**src/rtl/chunked_adder.sv**
```systemverilog
// chunked_adder: multi-cycle WIDTH-bit adder/subtractor processing CHUNK bits
// per clock with a registered inter-chunk carry, framed by start/busy/done.
//
// Ports:
//   clk_i    clock, all state changes on the rising edge
//   rst_ni   asynchronous active-low reset
//   start_i  operation request, sampled only while busy_o=0
//   sub_i    0: s = a + b + cin, 1: s = a - b - cin (a + ~b + !cin)
//   a_i      operand A, captured on the accepting edge
//   b_i      operand B, captured on the accepting edge
//   cin_i    carry-in (add) / borrow-in (subtract)
//   busy_o   operation in progress
//   done_o   one-cycle pulse on the first cycle a new result is valid
//   s_o      result, held until the next completion
//   cout_o   raw carry out of the MSB (subtract: 1 means no borrow)
//   ovf_o    signed overflow (carry into MSB xor carry out of MSB)
module chunked_adder #(
  parameter int unsigned WIDTH = 16,
  parameter int unsigned CHUNK = 4
) (
  input  logic             clk_i,
  input  logic             rst_ni,
  input  logic             start_i,
  input  logic             sub_i,
  input  logic [WIDTH-1:0] a_i,
  input  logic [WIDTH-1:0] b_i,
  input  logic             cin_i,
  output logic             busy_o,
  output logic             done_o,
  output logic [WIDTH-1:0] s_o,
  output logic             cout_o,
  output logic             ovf_o
);

  localparam int unsigned N  = WIDTH / CHUNK;
  localparam int unsigned KW = (N > 1) ? $clog2(N) : 1;
  localparam logic [KW-1:0] K_LAST = KW'(N - 1);

  typedef enum logic {
    S_IDLE = 1'b0,
    S_RUN  = 1'b1
  } state_e;

  state_e state_q, state_d;

  logic [WIDTH-1:0] a_q, a_d;
  logic [WIDTH-1:0] b_q, b_d;     // already conditionally inverted for subtract
  logic [WIDTH-1:0] r_q, r_d;     // partial result being assembled
  logic             c_q, c_d;     // carry between chunks
  logic [KW-1:0]    k_q, k_d;
  logic [WIDTH-1:0] s_q, s_d;
  logic             cout_q, cout_d;
  logic             ovf_q, ovf_d;
  logic             done_q, done_d;

  logic [CHUNK-1:0] a_chunk_c;
  logic [CHUNK-1:0] b_chunk_c;
  logic [CHUNK:0]   sum_c;
  logic             msb_cin_c;
  logic [WIDTH-1:0] r_ins_c;
  int unsigned      shift_c;

  // Chunk adder: the only combinational carry path in the design.
  always_comb begin
    shift_c   = 32'(k_q) * CHUNK;
    a_chunk_c = CHUNK'(a_q >> shift_c);
    b_chunk_c = CHUNK'(b_q >> shift_c);
    sum_c     = {1'b0, a_chunk_c} + {1'b0, b_chunk_c} + (CHUNK + 1)'(c_q);
    // Carry into the chunk MSB recovered from the sum bit; only used on the last chunk.
    msb_cin_c = a_chunk_c[CHUNK-1] ^ b_chunk_c[CHUNK-1] ^ sum_c[CHUNK-1];
    // r_q is cleared on accept, so OR-ing the chunk into place is sufficient.
    r_ins_c   = r_q | (WIDTH'(sum_c[CHUNK-1:0]) << shift_c);
  end

  // State register.
  always_ff @(posedge clk_i or negedge rst_ni) begin
    if (!rst_ni) begin
      state_q <= S_IDLE;
    end else begin
      state_q <= state_d;
    end
  end

  // Next-state logic.
  always_comb begin
    state_d = state_q;
    case (state_q)
      S_IDLE: begin
        if (start_i) begin
          state_d = S_RUN;
        end
      end
      S_RUN: begin
        if (k_q == K_LAST) begin
          state_d = S_IDLE;
        end
      end
      default: state_d = S_IDLE;
    endcase
  end

  // Datapath / output next values.
  always_comb begin
    a_d    = a_q;
    b_d    = b_q;
    r_d    = r_q;
    c_d    = c_q;
    k_d    = k_q;
    s_d    = s_q;
    cout_d = cout_q;
    ovf_d  = ovf_q;
    done_d = 1'b0;
    case (state_q)
      S_IDLE: begin
        if (start_i) begin
          a_d = a_i;
          b_d = b_i ^ {WIDTH{sub_i}};
          c_d = cin_i ^ sub_i;
          k_d = '0;
          r_d = '0;
        end
      end
      S_RUN: begin
        r_d = r_ins_c;
        c_d = sum_c[CHUNK];
        if (k_q == K_LAST) begin
          s_d    = r_ins_c;
          cout_d = sum_c[CHUNK];
          ovf_d  = msb_cin_c ^ sum_c[CHUNK];
          done_d = 1'b1;
          k_d    = '0;
        end else begin
          k_d = k_q + KW'(1);
        end
      end
      default: begin
        k_d = '0;
      end
    endcase
  end

  // Datapath and output registers.
  always_ff @(posedge clk_i or negedge rst_ni) begin
    if (!rst_ni) begin
      a_q    <= '0;
      b_q    <= '0;
      r_q    <= '0;
      c_q    <= 1'b0;
      k_q    <= '0;
      s_q    <= '0;
      cout_q <= 1'b0;
      ovf_q  <= 1'b0;
      done_q <= 1'b0;
    end else begin
      a_q    <= a_d;
      b_q    <= b_d;
      r_q    <= r_d;
      c_q    <= c_d;
      k_q    <= k_d;
      s_q    <= s_d;
      cout_q <= cout_d;
      ovf_q  <= ovf_d;
      done_q <= done_d;
    end
  end

  assign busy_o = (state_q == S_RUN);
  assign done_o = done_q;
  assign s_o    = s_q;
  assign cout_o = cout_q;
  assign ovf_o  = ovf_q;

endmodule

```
**config.mk**
```make
export PLATFORM = sky130hd
export DESIGN_NAME = chunked_adder
export DESIGN_NICKNAME = d
export VERILOG_FILES = /design/src/rtl/chunked_adder.sv
export SDC_FILE = /design/constraint.sdc
export NUM_CORES = 1
export LEC_CHECK = 0
export CAP_MARGIN = 20
export CORE_MARGIN = 4
export CORE_UTILIZATION = 45
export DETAILED_ROUTE_END_ITERATION = 8
export GPL_ROUTABILITY_DRIVEN = 0
export PLACE_DENSITY = 0.7
export SYNTH_ARGS = -nofsm -noshare
export SYNTH_HDL_FRONTEND = slang
export SYNTH_SLANG_ARGS = --single-unit
```
**constraint.sdc**
```tcl
create_clock -name clk_i -period 7.4 [get_ports clk_i]
set_input_delay 1.48 -clock clk_i [delete_from_list [all_inputs] [get_ports clk_i]]
set_output_delay 1.48 -clock clk_i [all_outputs]
set_load 0.05 [all_outputs]
```
==> results.md, run 1 <==
* Status: finished clean
* Effective utilization at floorplan at 46.0%
* Fraction of layout cells with a size suffix above 1 at 11.9%
* Placed Instances at 421
* HP Class: reg2reg
* Clock Tree Buf Depth at 2
* Total congestion overflow at 0
* DRT Wirelength at 6100 um
* Placed inst area at 3890 um^2
* Post-CTS Hold Buffers at 0
* Post-Synth XOR/XNOR Area at 5.50%
* Final Skew at 0.00985 ns
* Warnings from Yosys at 0
* H-tree depth at 3
* Cell Area, Synth at 3320 um^2
* Vias per cell at 5.02
* Fillers at 648
* Synth Flop Type: dfrtp_1
* Synth top cells by count: 71 x dfrtp_1, 44 x o21ai_0, 41 x nand2_1
* Startpoint types: flip-flop
* Port bufs at 56
* Clk_lat worst skew at 0.34 ns
* Simple logic cell fraction of the synthesized area at 7.91%
* Post-synthesis mux area share at 14.8%
* VDD IR max at 0.212 mV
* Max-slew violation count at 0
* DRC at 0
* Total number of vias at 2189
* Asr flop ratio synth at 100%
* Die area at 8820 um^2
* P per Cell Area at 496 nW/um^2
* Synth top area cells: dfrtp_1 53%, mux2_4 7.2%, o21ai_0 6.6%, mux4_1 4.7%, xnor2_1 4.7%
* Dominant cell type by area after synthesis: dfrtp_1
* Crit-path slowest cell: clkdlybuf4s50_1
* Footprint of the multi-input gates at 1410 um^2
* Seq. cell area at 1780 um^2
* # nets final at 376
* Largest net degree at the start of global routing at 72
* IO Pins at 57
* CP endpoint kind: primary output
* Global-route wire length before repair at 10100 um
* CP Max Fanout at 28
* WHS at 0.467 ns
* CP top delay family: buffers and inverters
* CTS tree: done
* Lkg Pwr at 0.00185 uW
* Die H at 93.9 um
* Antenna violation net count after detailed routing at 0
* Sequential share of the synthesized area at 53.5%
* CORE AREA at 7210 um^2
* Dpl hpwl at 4260 um
* Post-synth EDFFs at 0
* Hold Vio Cnt, Final at 0
* Clock Tree Root: clkbuf_8
* Synth Area in Compound Gates at 11.4%
* Count leader, synth: dfrtp_1
* Final Non-Filler Cells at 436
* Buf/Inv on CP at 1
* Fin crit period at 3.65 ns
* CP required at 5.92 ns
* Slew @ Worst Pin at 0.994 ns
* Vias in the first global route at 2096
* CTS sink count at 71
* Post-synth top area share at 53.5%
* Num CTS Buffers at 9
* GRT Util Overall at 14.8%
* Fin area at 4090 um^2
* Final setup viols at 0
* Crit-path max cell delay at 0.95 ns
* Count of cell types in the netlist at 30
* Initial DRT Pass Iterations at 4
* # rows at 31
* Maxcap violations at 0
* Largest family of logic cells by synthesized area: multiplexers
* Tcrit/Tclk final at 49.3%
* Diodes inserted at 0
* RSZ-0062 raised after global routing: no
* Critical path class: reg2out
* Reg clk slew, reported paths at 0.07 ns
* CP Data Arrival Time at 2.17 ns
* CP Cell Sequence: clkdlybuf4s50_1
* Max Fclk at 274 MHz
* Die outline width at 93.9 um
* Setup_tns at 0 ns
* Post-CTS sizing at 0
* Syn nets at 324
* Synth Instances at 281
* Area delta synth->final at 23.2%
* WL per Instance at 14.0 um
* DRT iter0 DRCs at 110
* Post-Synth Adder-Cell Area at 2.71%
* Post-CTS Setup Bufs at 0
* Slew headroom at 33.6%
* Avg Cell Area, Syn at 11.8 um^2
* Antenna violations before repair at 0
* Synth Register Bits at 71
[power by group]
group	switching [uW]	internal, uW	leakage, uW
Combinational	612	448	0.000869
Sequential	104	564	0.000884
Clock	131	172	0.0000985
[final timing paths]
check / to / cells after the start / start / slack [ns]
setup / recovery: busy_o / 1 / busy_o$_DFF_PN0_ / 3.75
hold / removal: s_o[14]$_DFFE_PN0P_ / 2 / s_o[14]$_DFFE_PN0P_ / 0.47
setup reg to reg: s_o[14]$_DFFE_PN0P_ / 8 / k_q[0]$_DFFE_PN0P_ / 4.47
hold reg to reg: s_o[14]$_DFFE_PN0P_ / 2 / s_o[14]$_DFFE_PN0P_ / 0.47
max in group asynchronous: r_q[13]$_DFFE_PN0P_ / 2 / rst_ni / 5.49
min in group asynchronous: s_o[5]$_DFFE_PN0P_ / 2 / rst_ni / 1.33
[registers in the layout, indices dropped and copies added (netlist names)]
| name | flops |
|---|---|
| b_q | 16 |
| done_o | 1 |
| busy_o | 1 |
| r_q | 16 |
| ovf_o | 1 |
| c_q | 1 |
| a_q | 16 |
| k_q | 2 |
| cout_o | 1 |
| s_o | 16 |
[layout make-up]
class                      count  area share (%)
clock buffer                  12            3.79
clock inverter                 3            1.04
inverter                       2           0.183
multi-input combinational    190            34.4
sequential                    71            43.4
tap                           99            3.03
timing repair buffer          59            14.1
[placed cells by master (no fill, tap or decap), drive strengths merged, types with 2 or more instances in the layout]
cell,count
mux2i,5
clkbuf,12
nor2,14
inv,2
fa,2
clkdlybuf4s50,55
nand3,2
ha,4
mux4,8
a21o,2
dfrtp,71
mux2,16
a21oi,23
nand2,41
a31oi,2
nand2b,3
xnor2,18
xor2,2
o21ai,44
buf,4
[cell families after synthesis]
family / count (synthesis)
xor+xnor: 20
compound gates: 72
fa+ha+maj: 6
mux: 29
flops: 71
simple gates: 63
buf+inv: 20
[through the flow]
step                      worst slack, ns  power (uW)  util (%)
after floorplan                      4.86        1470         -
after global placement               4.10        1710      54.0
after detailed placement             4.12        1750      54.0
after CTS                            3.74        2060      56.7
after global routing                 3.67        2180      56.7
final                                3.75        2030      56.7
[layer usage]
metal,routed length (um),track usage (%)
met5,0,0
met4,46,3.25
met3,390,5.13
met2,2860,23.5
met1,2800,19.7
Power figures use the tool's default switching activity.
==> run 2, diff against run 1 <==
PLACE_DENSITY = 0.72   (was 0.7)
clock period = 3.1 ns   (was 7.4 ns; I/O delays follow)
==> run 2 against run 1 <==
- final cell count increased by 0.92%
- utilization increased by 0.57 points
- worst setup slack got worse by 3.5 ns
- non-clock buffer count increased by 4
- power increased by 140%
- first-iteration DRC count decreased by 30%
- clock skew decreased by 0.0020 ns
- largest power group unchanged
==> results.md, run 2 (synthesized netlist as in run 1, its figures left out) <==
* Status: finished clean
* Final setup viols at 0
* Clock power share at 15.0%
* DRT iter0 DRCs at 77
* CORE AREA at 7210 um^2
* Internal Power at 2850 uW
* Slew headroom at 51.4%
* Vias in the first global route at 2354
* Placed inst area at 3940 um^2
* VDD IR max at 0.433 mV
* GRT Util Overall at 17.0%
* Effective utilization at floorplan at 46.0%
* M2 GR Usage at 27.6%
* R2R Path Start: k_q[0]$_DFFE_PN0P_
* Post-CTS Hold Buffers at 0
* Fillers at 644
* CP required at 3.30 ns
* Global routing's busiest layer: met2
* Vias per cell at 5.03
* Combinational power share at 52.5%
* Largest net degree at the start of global routing at 51
* WL per Instance at 14.9 um
* Max-slew violation count at 0
* Fraction of layout cells with a size suffix above 1 at 13.2%
* Die H at 93.9 um
* Port bufs at 56
* Antenna violations before repair at 0
* Antenna violation net count after detailed routing at 0
* Lkg Pwr at 0.00188 uW
* Setup_tns at 0 ns
* Slew @ Worst Pin at 0.729 ns
* RSZ-0062 raised after global routing: no
* CP Data Arrival Time at 3.02 ns
* Initial DRT Pass Iterations at 4
* Startpoint types: flip-flop
* Flop2flop setup slack at 0.27 ns
* Die outline width at 93.9 um
* Clock Tree Buf Depth at 2
* HP Class: in2async
* Commonest cells after routing, fill and taps aside: 71 x dfrtp_1, 55 x clkdlybuf4s50_1, 44 x o21ai_0, 41 x nand2_1, 21 x a21oi_1
* Met3 Resource Use GR at 3.53%
* Total power at 4910 uW
* # rows at 31
* Clock Tree Root: clkbuf_8
* Total number of vias at 2213
* Sw Share at 42.0%
* Total congestion overflow at 0
* CP endpoint kind: flip-flop
* Worst reg2reg path depth at 7
* Die area at 8820 um^2
* Grt met1 use at 22.1%
* Final Skew at 0.00789 ns
* Clk_lat worst skew at 0.34 ns
* Fin crit period at 2.83 ns
* Max Fclk at 354 MHz
* Diodes inserted at 0
* Post-CTS Setup Bufs at 0
* Post-CTS sizing at 0
* Hold Vio Cnt, Final at 0
* IO Pins at 57
* Critical path class: reg2reg
* Reg2reg end: ovf_o$_DFFE_PN0P_
* H-tree depth at 3
* Reg clk slew, reported paths at 0.07 ns
* Dpl hpwl at 4700 um
* Sequential power share at 32.5%
* Most common cell after layout, fill and taps aside: dfrtp_1
* DRC at 0
* # nets final at 380
* CTS tree: done
* DRT Wirelength at 6550 um
* Fin area at 4130 um^2
* Global-route wire length before repair at 11500 um
* CP Max Fanout at 7
* CTS sink count at 71
* Num CTS Buffers at 9
* Area delta synth->final at 24.4%
* Tcrit/Tclk final at 91.2%
* Sw Pwr at 2060 uW
* P per Cell Area at 1190 nW/um^2
* Maxcap violations at 0
run 2: cell count changes in the layout (fill, tap and decap cells not counted):
cell	change
buf_4	+3
clkinv_2	+2
buf_12	+1
clkbuf_1	-1
clkinvlp_4	-1
run 2: worst max path at each step:
stage | start | to | slack, ns | cells past startpoint
after floorplan | k_q[0]$_DFFE_PN0P_ | ovf_o$_DFFE_PN0P_ | 0.56 | 8
after global placement | k_q[0]$_DFFE_PN0P_ | s_o[14]$_DFFE_PN0P_ | 0.40 | 7
after detailed placement | k_q[0]$_DFFE_PN0P_ | ovf_o$_DFFE_PN0P_ | 0.29 | 7
after CTS | k_q[0]$_DFFE_PN0P_ | ovf_o$_DFFE_PN0P_ | 0.28 | 7
after global routing | k_q[0]$_DFFE_PN0P_ | ovf_o$_DFFE_PN0P_ | 0.13 | 7
final | k_q[0]$_DFFE_PN0P_ | ovf_o$_DFFE_PN0P_ | 0.27 | 7
run 2: layer usage:
metal	wire length (um)	vias to the layer above
li1	-	1080
met3	343	9
met5	0	-
met4	90	0
met1	3000	1061
met2	3110	63
run 2: metrics by stage:
step	hold WS [ns]	setup slack, ns	util, %	std cells
4_1_cts	0.355	0.283	57.3	440
6_report	0.338	0.273	57.3	440
5_1_grt	0.383	0.125	57.3	440
3_5_place_dp	0.468	0.286	54.6	425
3_3_place_gp	0.458	0.400	54.6	425
2_1_floorplan	0.324	0.559	-	281
run 2: area by class of cell:
type | instances | area [um^2] | share of cell area, %
inverters | 2 | 7.51 | 0.182
multi-input cells | 190 | 1410 | 34.1
repair buffers | 63 | 621 | 15.0
well taps | 99 | 124 | 3.00
flip-flops and latches | 71 | 1780 | 43.0
clock buffers | 11 | 151 | 3.66
clock inverters | 4 | 45.0 | 1.09
run 2: power by group through the flow:
stage | registers [uW] | clock network (uW) | logic (uW)
5_1_grt | 1650 | 796 | 2860
2_1_floorplan | 1890 | 0 | 1610
3_3_place_gp | 1600 | 0 | 2500
4_1_cts | 1600 | 749 | 2600
3_5_place_dp | 1620 | 0 | 2590
6_report | 1600 | 738 | 2580
run 2: critical path, cell delays in order, from the launching register on:
cell and delay, ns:
dfrtp_1 0.56, mux4_1 0.63, fa_1 0.42, fa_1 0.42, a21o_1 0.21, a21oi_2 0.22
xnor2_1 0.15, o21ai_0 0.08
